## src/rtl/vga_timing_pkg.sv

```systemverilog
// vga_timing_pkg: shared raster timing defaults for vga_timing_gen.
// Default timing is 1280x1024 @ 60 Hz. Coordinates are 12 bits wide,
// so every axis total must fit in 4096 counts.
package vga_timing_pkg;

    // Coordinate bus width shared by both axes
    localparam int COORD_W = 12;

    typedef logic [COORD_W-1:0] coord_t;

    // Horizontal defaults (pixels)
    localparam int DEF_H_ACTIVE = 1280;
    localparam int DEF_H_FP     = 48;
    localparam int DEF_H_SYNC   = 112;
    localparam int DEF_H_BP     = 248;

    // Vertical defaults (lines)
    localparam int DEF_V_ACTIVE = 1024;
    localparam int DEF_V_FP     = 1;
    localparam int DEF_V_SYNC   = 3;
    localparam int DEF_V_BP     = 38;

    // Default sync polarities: high-active pulses
    localparam bit DEF_HS_POL = 1'b1;
    localparam bit DEF_VS_POL = 1'b1;

    // Counts per axis: visible region plus both porches and the sync pulse
    function automatic int axisTotal(input int active, input int fp,
                                     input int sync, input int bp);
        return active + fp + sync + bp;
    endfunction

endpackage

```

## src/rtl/vga_axis_counter.sv

```systemverilog
// vga_axis_counter: one raster axis. A wrapping counter that starts at its
// last count out of reset, so the first enabled step lands on 0. The sync and
// active flags are decoded from the next count and registered on the same
// edge as the count, which keeps them aligned with the coordinate they tag.
module vga_axis_counter
    import vga_timing_pkg::*;
#(
    parameter int ACTIVE = DEF_H_ACTIVE,
    parameter int FP     = DEF_H_FP,
    parameter int SYNC   = DEF_H_SYNC,
    parameter int BP     = DEF_H_BP,
    parameter bit POL    = 1'b1
) (
    input  logic   CLK,
    input  logic   RESET,
    input  logic   countEn,
    output coord_t count,
    output logic   atLast,
    output logic   syncLvl,
    output logic   isActive
);

    localparam int     TOTAL      = axisTotal(ACTIVE, FP, SYNC, BP);
    localparam coord_t LAST       = coord_t'(TOTAL - 1);
    localparam coord_t ACT_LIMIT  = coord_t'(ACTIVE);
    localparam coord_t SYNC_START = coord_t'(ACTIVE + FP);
    localparam coord_t SYNC_END   = coord_t'(ACTIVE + FP + SYNC - 1);

    coord_t countNext;
    logic   inSyncNext;
    logic   inActiveNext;

    // Terminal count is taken from the current value; it gates the other axis
    assign atLast = (count == LAST);

    // Next count and window decodes of that next count
    always_comb begin
        countNext    = atLast ? '0 : count + 1'b1;
        inSyncNext   = (countNext >= SYNC_START) && (countNext <= SYNC_END);
        inActiveNext = (countNext < ACT_LIMIT);
    end

    // Count and flags update together, only on enabled edges
    always_ff @(posedge CLK or posedge RESET) begin
        if (RESET) begin
            count    <= LAST;
            syncLvl  <= ~POL;
            isActive <= 1'b0;
        end else if (countEn) begin
            count    <= countNext;
            syncLvl  <= inSyncNext ? POL : ~POL;
            isActive <= inActiveNext;
        end
    end

endmodule

```

## src/rtl/vga_timing_gen.sv

```systemverilog
// vga_timing_gen: free-running VGA raster generator. Emits registered pixel
// coordinates, sync pulses, active-video and frame-start flags, all updated on
// the same PIX_EN edge. Optional frame counter is built when the macro
// VGA_FRAME_CNT_EN is defined; otherwise the VGA_frameCount port is absent.
module vga_timing_gen
    import vga_timing_pkg::*;
#(
    parameter int H_ACTIVE = DEF_H_ACTIVE,
    parameter int H_FP     = DEF_H_FP,
    parameter int H_SYNC   = DEF_H_SYNC,
    parameter int H_BP     = DEF_H_BP,
    parameter int V_ACTIVE = DEF_V_ACTIVE,
    parameter int V_FP     = DEF_V_FP,
    parameter int V_SYNC   = DEF_V_SYNC,
    parameter int V_BP     = DEF_V_BP,
    parameter bit HS_POL   = DEF_HS_POL,
    parameter bit VS_POL   = DEF_VS_POL
) (
    input  logic               CLK,
    input  logic               RESET,
    input  logic               PIX_EN,
    output logic [COORD_W-1:0] VGA_horzCoord,
    output logic [COORD_W-1:0] VGA_vertCoord,
    output logic               VGA_HS,
    output logic               VGA_VS,
    output logic               VGA_active,
`ifdef VGA_FRAME_CNT_EN
    output logic [15:0]        VGA_frameCount,
`endif
    output logic               VGA_frameStart
);

    logic hAtLast;
    logic vAtLast;
    logic hActive;
    logic vActive;
    logic vStep;
    logic frameWrap;
    logic frameStartReg;

    // Vertical axis steps only on the edge where the line wraps
    assign vStep     = PIX_EN & hAtLast;
    // Edge that moves the raster from the last pixel onto (0,0)
    assign frameWrap = PIX_EN & hAtLast & vAtLast;

    vga_axis_counter #(
        .ACTIVE (H_ACTIVE),
        .FP     (H_FP),
        .SYNC   (H_SYNC),
        .BP     (H_BP),
        .POL    (HS_POL)
    ) hAxis (
        .CLK      (CLK),
        .RESET    (RESET),
        .countEn  (PIX_EN),
        .count    (VGA_horzCoord),
        .atLast   (hAtLast),
        .syncLvl  (VGA_HS),
        .isActive (hActive)
    );

    vga_axis_counter #(
        .ACTIVE (V_ACTIVE),
        .FP     (V_FP),
        .SYNC   (V_SYNC),
        .BP     (V_BP),
        .POL    (VS_POL)
    ) vAxis (
        .CLK      (CLK),
        .RESET    (RESET),
        .countEn  (vStep),
        .count    (VGA_vertCoord),
        .atLast   (vAtLast),
        .syncLvl  (VGA_VS),
        .isActive (vActive)
    );

    // Both window flags are registers that change with the coordinates
    assign VGA_active = hActive & vActive;

    // Frame-start flag is high for exactly the (0,0) pixel
    always_ff @(posedge CLK or posedge RESET) begin
        if (RESET) begin
            frameStartReg <= 1'b0;
        end else if (PIX_EN) begin
            frameStartReg <= hAtLast & vAtLast;
        end
    end

    assign VGA_frameStart = frameStartReg;

`ifdef VGA_FRAME_CNT_EN
    logic [15:0] frameCountReg;

    // Counts entries into (0,0); the first one after reset makes it read 1
    always_ff @(posedge CLK or posedge RESET) begin
        if (RESET) begin
            frameCountReg <= '0;
        end else if (frameWrap) begin
            frameCountReg <= frameCountReg + 16'd1;
        end
    end

    assign VGA_frameCount = frameCountReg;
`else
    // Without the counter the wrap strobe has no consumer
    logic unusedWrap;
    assign unusedWrap = frameWrap;
`endif

endmodule

```

## config.mk

```make
export PLATFORM = sky130hd
export DESIGN_NAME = vga_timing_gen
export DESIGN_NICKNAME = d
export VERILOG_FILES = /design/src/rtl/vga_timing_pkg.sv /design/src/rtl/vga_axis_counter.sv /design/src/rtl/vga_timing_gen.sv
export SDC_FILE = /design/constraint.sdc
export NUM_CORES = 1
export LEC_CHECK = 0
export BUFFER_PORTS_ARGS = -buffer_cell sky130_fd_sc_hd__buf_2
export CELL_PAD_IN_SITES_DETAIL_PLACEMENT = 1
export CELL_PAD_IN_SITES_GLOBAL_PLACEMENT = 1
export CORE_ASPECT_RATIO = 1.4
export CORE_MARGIN = 2
export CORE_UTILIZATION = 46
export DETAILED_ROUTE_END_ITERATION = 12
export PLACE_DENSITY_LB_ADDON = 0.1
export SYNTH_ARGS = -nofsm -noshare
export SYNTH_HDL_FRONTEND = slang
export SYNTH_SLANG_ARGS = --single-unit
```

## constraint.sdc

```tcl
create_clock -name CLK -period 4.3 [get_ports CLK]
set_clock_uncertainty 0.15 [all_clocks]
set_input_delay 0.86 -clock CLK [delete_from_list [all_inputs] [get_ports CLK]]
set_output_delay 0.86 -clock CLK [all_outputs]
set_load 0.005 [all_outputs]
```

Word level (Yosys, flattened, before mapping). Cells that the tools add are included.

Flip-flop bits (word level): 29. Input port bits: 3. Output and inout port bits: 28. Logic and storage cells: 26.

$add $sub $neg: 2. Magnitude comparators: 6. Equality and inequality tests: 2. Multiplexer cells: 4. Bitwise operators: 3. Reductions and logical operators: 2.

Operators with widths (number): 12-bit by 1-bit adder with 12-bit output (second input constant) (2); 12-bit by 11-bit == test with 1-bit output (second input constant) (2); 12-bit by 11-bit >= comparator with 1-bit output (second input constant) (2); 12-bit by 11-bit less-or-equal comparator with 1-bit output (second input constant) (2); 12-bit by 11-bit less-than comparator with 1-bit output (second input constant) (2); 12-bit two-way mux (2); 1-bit bitwise AND (3); 1-bit logical AND (2); 1-bit two-way mux (2).

Depth between registers and ports, before layout.
Depth after elaboration: 5. Mapped depth: 7. Mapped depth without buffers: 7.

Hierarchy. From an unflattened synthesis, not the netlist that was laid out.

Cell total of the unflattened synthesis: 199. Area, all modules: 1891.8 um2.

Modules (own cells, without submodules): vga_axis_counter (vAxis) (times used 1, cells each 95, area each 928.4 um2, seq. area each 355.3 um2); vga_axis_counter (hAxis) (times used 1, cells each 98, area each 907.1 um2, seq. area each 359.1 um2); vga_timing_gen (times used 1, cells each 6, area each 56.3 um2, seq. area each 25.0 um2).

Worst setup path after synthesis. OpenSTA, ideal clock, no wires.

Path type: flip-flop to flip-flop. Start: reg hAxis.count[1]. End: reg hAxis.syncLvl. Library setup time: 0.078 ns. Arrival time: 2.137 ns. Data required time: 4.072 ns. Slack: 1.935 ns. Stages on the path, launching flop included: 7. Path buffers: 0. Clock period less this slack: 2.365 ns. Cell sequence: dfstp_2 -> ha_1 -> nand4b_1 -> or3_4 -> a311oi_2 -> mux2_2 -> o2bb2ai_1.

Longest elaborated chain between the ends: 5. Elaborated cells on any way between the ends: 7. Classes of those cells: 1 x add/sub; 2 x order compare; 1 x eq/ne; 2 x mux; 1 x reduce/logical.

RTL lines: start, declared (RTL line vga_axis_counter.sv:17) `output coord_t count,`; start signal, assigned (RTL line vga_axis_counter.sv:50) `count <= countNext;`; 12-bit by 1-bit adder with 12-bit output or 12-bit by 11-bit == test with 1-bit output (tied branches) (RTL line vga_axis_counter.sv:38, vga_axis_counter.sv:34); 12-bit two-way mux (*) (RTL line vga_axis_counter.sv:38) `countNext = atLast ? '0 : count + 1'b1;`; 12-bit by 11-bit >= comparator with 1-bit output or 12-bit by 11-bit less-or-equal comparator with 1-bit output (tied branches) (RTL line vga_axis_counter.sv:39) `inSyncNext = (countNext >= SYNC_START) && (countNext <= SYNC_END);`; 1-bit logical AND (*) (RTL line vga_axis_counter.sv:39); 1-bit two-way mux (*) (RTL line vga_axis_counter.sv:51) `syncLvl <= inSyncNext ? POL : ~POL;`; end signal, assigned (RTL line vga_axis_counter.sv:47) `syncLvl <= ~POL;`; end signal, assigned (RTL line vga_axis_counter.sv:51); end, declared (RTL line vga_axis_counter.sv:19) `output logic syncLvl,`.

Mark *: on every way between the ends. The rest lies on a longest branch, timed or not. A chain may end at the register's enable or synchronous reset.

Worst setup path after layout. Ends and elaborated chain as after synthesis.

==> parameters.txt <==
Parameter                              Value

Cells and area
  Area of the multi-input gates ... 1080 um^2
  FF/Latch Area ... 739 um^2
  Post-Layout Inst Area ... 2170 um^2
  # diodes ... 0
  Leading cell types in the layout, fill and taps excluded ... buf_2 (30), o21ai_0 (21), dfrtp_1 (18), nand2_1 (16), nand3_1 (14)
  Commonest non-fill, non-tap cell in the layout ... buf_2
  Area growth from synthesis to layout ... 13.6%
  Fillcell total ... 482
  Fraction of final layout cells with drive strength greater than 1 ... 26.0%
  # nets final ... 241

CTS
  Cell chosen for the clock root ... clkbuf_8
  TritonCTS clock tree ... yes
  Sink Count ... 29
  Bufs on Longest Clock Path ... 2
  H-tree levels ... 2
  Total of hold buffers inserted after clock tree synthesis ... 0
  Skew-Pair Late Insertion Delay ... 290 ps
  Clock input transition at the sequential cells of the worst setup and hold paths ... 70 ps
  Post-CTS Setup Repair Bufs ... 0
  Gates resized, CTS repair ... 0
  Number of CTS-inserted buffers ... 5

STA
  Transition time of the tightest slew-check pin ... 682 ps
  Final slew viol count ... 0
  Relative slew slack ... 54.5%
  Crit share post-route ... 59.1%
  Fmax ... 0.393 GHz
  RSZ-0062 raised after global routing ... false
  Final critical path time including I/O delays and setup ... 2540 ps
  Total Negative Setup Slacks ... 0 ps
  Number of setup violations in the final report ... 0
  Number of hold violations in the final report ... 0
  Hold slack final ... 352 ps

Setup path
  Critical path startpoint category ... register
  Crit path largest cell delay ... 590 ps
  Worst reg2reg path startpoint ... hAxis.count[1]
  Type of destination of the critical path ... register
  Number of buffers and inverters on the critical path ... 0
  RR Endpoint ... hAxis.syncLvl
  Cell type of the slowest stage on the worst timing path ... dfstp_2
  Setup slack of the worst register-to-register path ... 1760 ps
  Source of the critical timing path ... hAxis.count[1]
  Critical path class ... register to register
  Worst path depth ... 6
  Top delay family on crit path ... simple AND/OR/NAND/NOR gates
  Arr. time, crit path ... 2600 ps
  Critical path, cell by cell ... ha_1, nand4b_1, or3_4, a311oi_2, mux2_2, o2bb2ai_1
  CP Max Fanout ... 7
  Logic depth of the worst register-to-register path ... 6
  Worst endpoint required time ... 4360 ps
  CP Capture Point ... hAxis.syncLvl

Floorplan
  Chip Width ... 58.5 um
  Total number of placement rows ... 27
  I/O pin total ... 31
  Die outline area ... 4690 um^2
  Initial core utilization ... 48.3%
  Core footprint ... 3950 um^2
  Die Y-Extent ... 80.3 um

GRT
  Number of global-route vias before repair ... 1,909
  Grt total ovfl ... 0
  GRT Resource Usage Total ... 26.0%
  First-pass GRT wire length ... 9.37 mm
  Number of antenna violations at the first check in global routing ... 0
  Maximum number of pins on one net before global-route repair ... 19

Synth
  Number of enable-type register cells in the synthesized netlist ... 0
  Yosys warnings ... 0
  Proportion of synthesized chip area in sequential cells ... 38.7%
  Net count after synthesis ... 215
  Avg Synthesized Cell Area ... 9.19 um^2
  Cell count after synthesis ... 208
  Number of unique standard cell types used by synthesis ... 51
  Main synth FF type ... dfrtp_1
  Netlist area before placement ... 1910 um^2
  Post-synthesis register bit count ... 29
  Fraction of synthesis flops using an asynchronous set or reset pin ... 100%

Placement
  Port buffer count ... 30
  Post-DP Area ... 2070 um^2
  Post-DP HPWL ... 3.93 mm
  Routability-driven placement congestion ratio ... 0.839

Flow run
  Number of maximum-capacitance constraint violations ... 0

Routing
  Final WL ... 5.30 mm
  Iteration-0 DRC Markers ... 103
  Router iterations before antenna repair ... 4
  Residual antenna-violating net count after detailed routing ... 0
  Via count ... 1,774
  WL/cell ... 19.1 um
  # DRC ... 0
  Drt via density ... 6.38

Power and ir drop
  Peak supply drop ... 0.281 mV
  Design Power ... 0.850 mW
  Leakage power of the design ... 0.929 nW
  Cell area power density ... 392 nW/um^2

Run status
  Run status ... finished clean

Worst hold path
  Kind of path behind the tightest hold check ... register to register
  Count of cells along the worst hold path ... 2
[worst min path at each step]
stage / startpoint / to / slack, ps
global route: vAxis.isActive / vAxis.isActive / 380
floorplan: vAxis.isActive / vAxis.isActive / 290
global placement: vAxis.isActive / vAxis.isActive / 320
CTS: vAxis.isActive / vAxis.isActive / 360
detailed placement: vAxis.isActive / vAxis.isActive / 330
finish: vAxis.isActive / vAxis.isActive / 350
[layer usage]
layer / vias up / GRT usage, % / share of wire (%) / wire length, um
li1: 824 / - / - / -
met1: 882 / 29.1 / 38 / 2010
met2: 50 / 45.5 / 54 / 2890
met3: 18 / 4.19 / 3.7 / 198
met4: 0 / 14.9 / 3.8 / 201
met5: - / 0 / 0 / 0
[power breakdown]
part	leakage, nW	internal, mW	total (mW)	switching (mW)
clock network	0.0542	0.145	0.259	0.114
registers	0.353	0.321	0.395	0.0734
logic	0.522	0.0939	0.197	0.103
total	0.929	0.560	0.850	0.290
[metrics by stage]
step / cells / util, % / setup slack (ps)
after floorplan: 208 / - / 1940
after global placement: 270 / 52.3 / 1840
after detailed placement: 270 / 52.3 / 1760
after CTS: 278 / 54.9 / 1740
after global routing: 278 / 54.9 / 1560
final: 278 / 54.9 / 1760
[tightest hold or removal path, cell delays in order, from the launching register on]
cell and delay (ps):
dfrtp_1 350, nand2_1 50, o21ai_0 70
[state kept, by name, indices dropped and copies added, names as in the netlist]
register and cells:
hAxis.syncLvl 1, vAxis.count 12, hAxis.isActive 1, vAxis.syncLvl 1, VGA_frameStart 1, hAxis.count 12, vAxis.isActive 1
[cell type report]
type	instances	area share, %
Multi-Input combinational cell	158	49.9
Sequential cell	29	34.1
Timing Repair Buffer	31	7.27
Clock buffer	7	4.44
Tap cell	43	2.48
Inverter	9	1.56
Clock inverter	1	0.231
[cells in the mapped netlist, types with 3 or more instances]
master / n / area [um^2]
nand4_1: 8 / 50.1
nor3_1: 6 / 30.0
o21ai_0: 21 / 105
dfrtp_1: 18 / 450
nor2_1: 8 / 30.0
nand2b_1: 6 / 37.5
a21oi_1: 3 / 15.0
o31ai_1: 7 / 52.6
and3_1: 3 / 18.8
xor2_1: 3 / 26.3
xnor2_1: 10 / 87.6
or3_1: 4 / 25.0
and4_1: 4 / 35.0
nand2_1: 16 / 60.1
clkbuf_1: 10 / 37.5
inv_1: 9 / 33.8
ha_1: 4 / 50.1
dfstp_2: 11 / 289
nand3_1: 14 / 70.1
[kinds of logic after synthesis]
family	Yosys count	share of synthesized area, %
adders and majority gates	4	2.62
muxes	2	1.18
xor gates and xnor gates	13	5.96
AOI/OAI and AO/OA	50	17.5
buffers and inverters	21	4.58
and+or+nand+nor	89	29.5
DFF	29	38.7
Note: power is estimated with default switching activity, not from simulation.
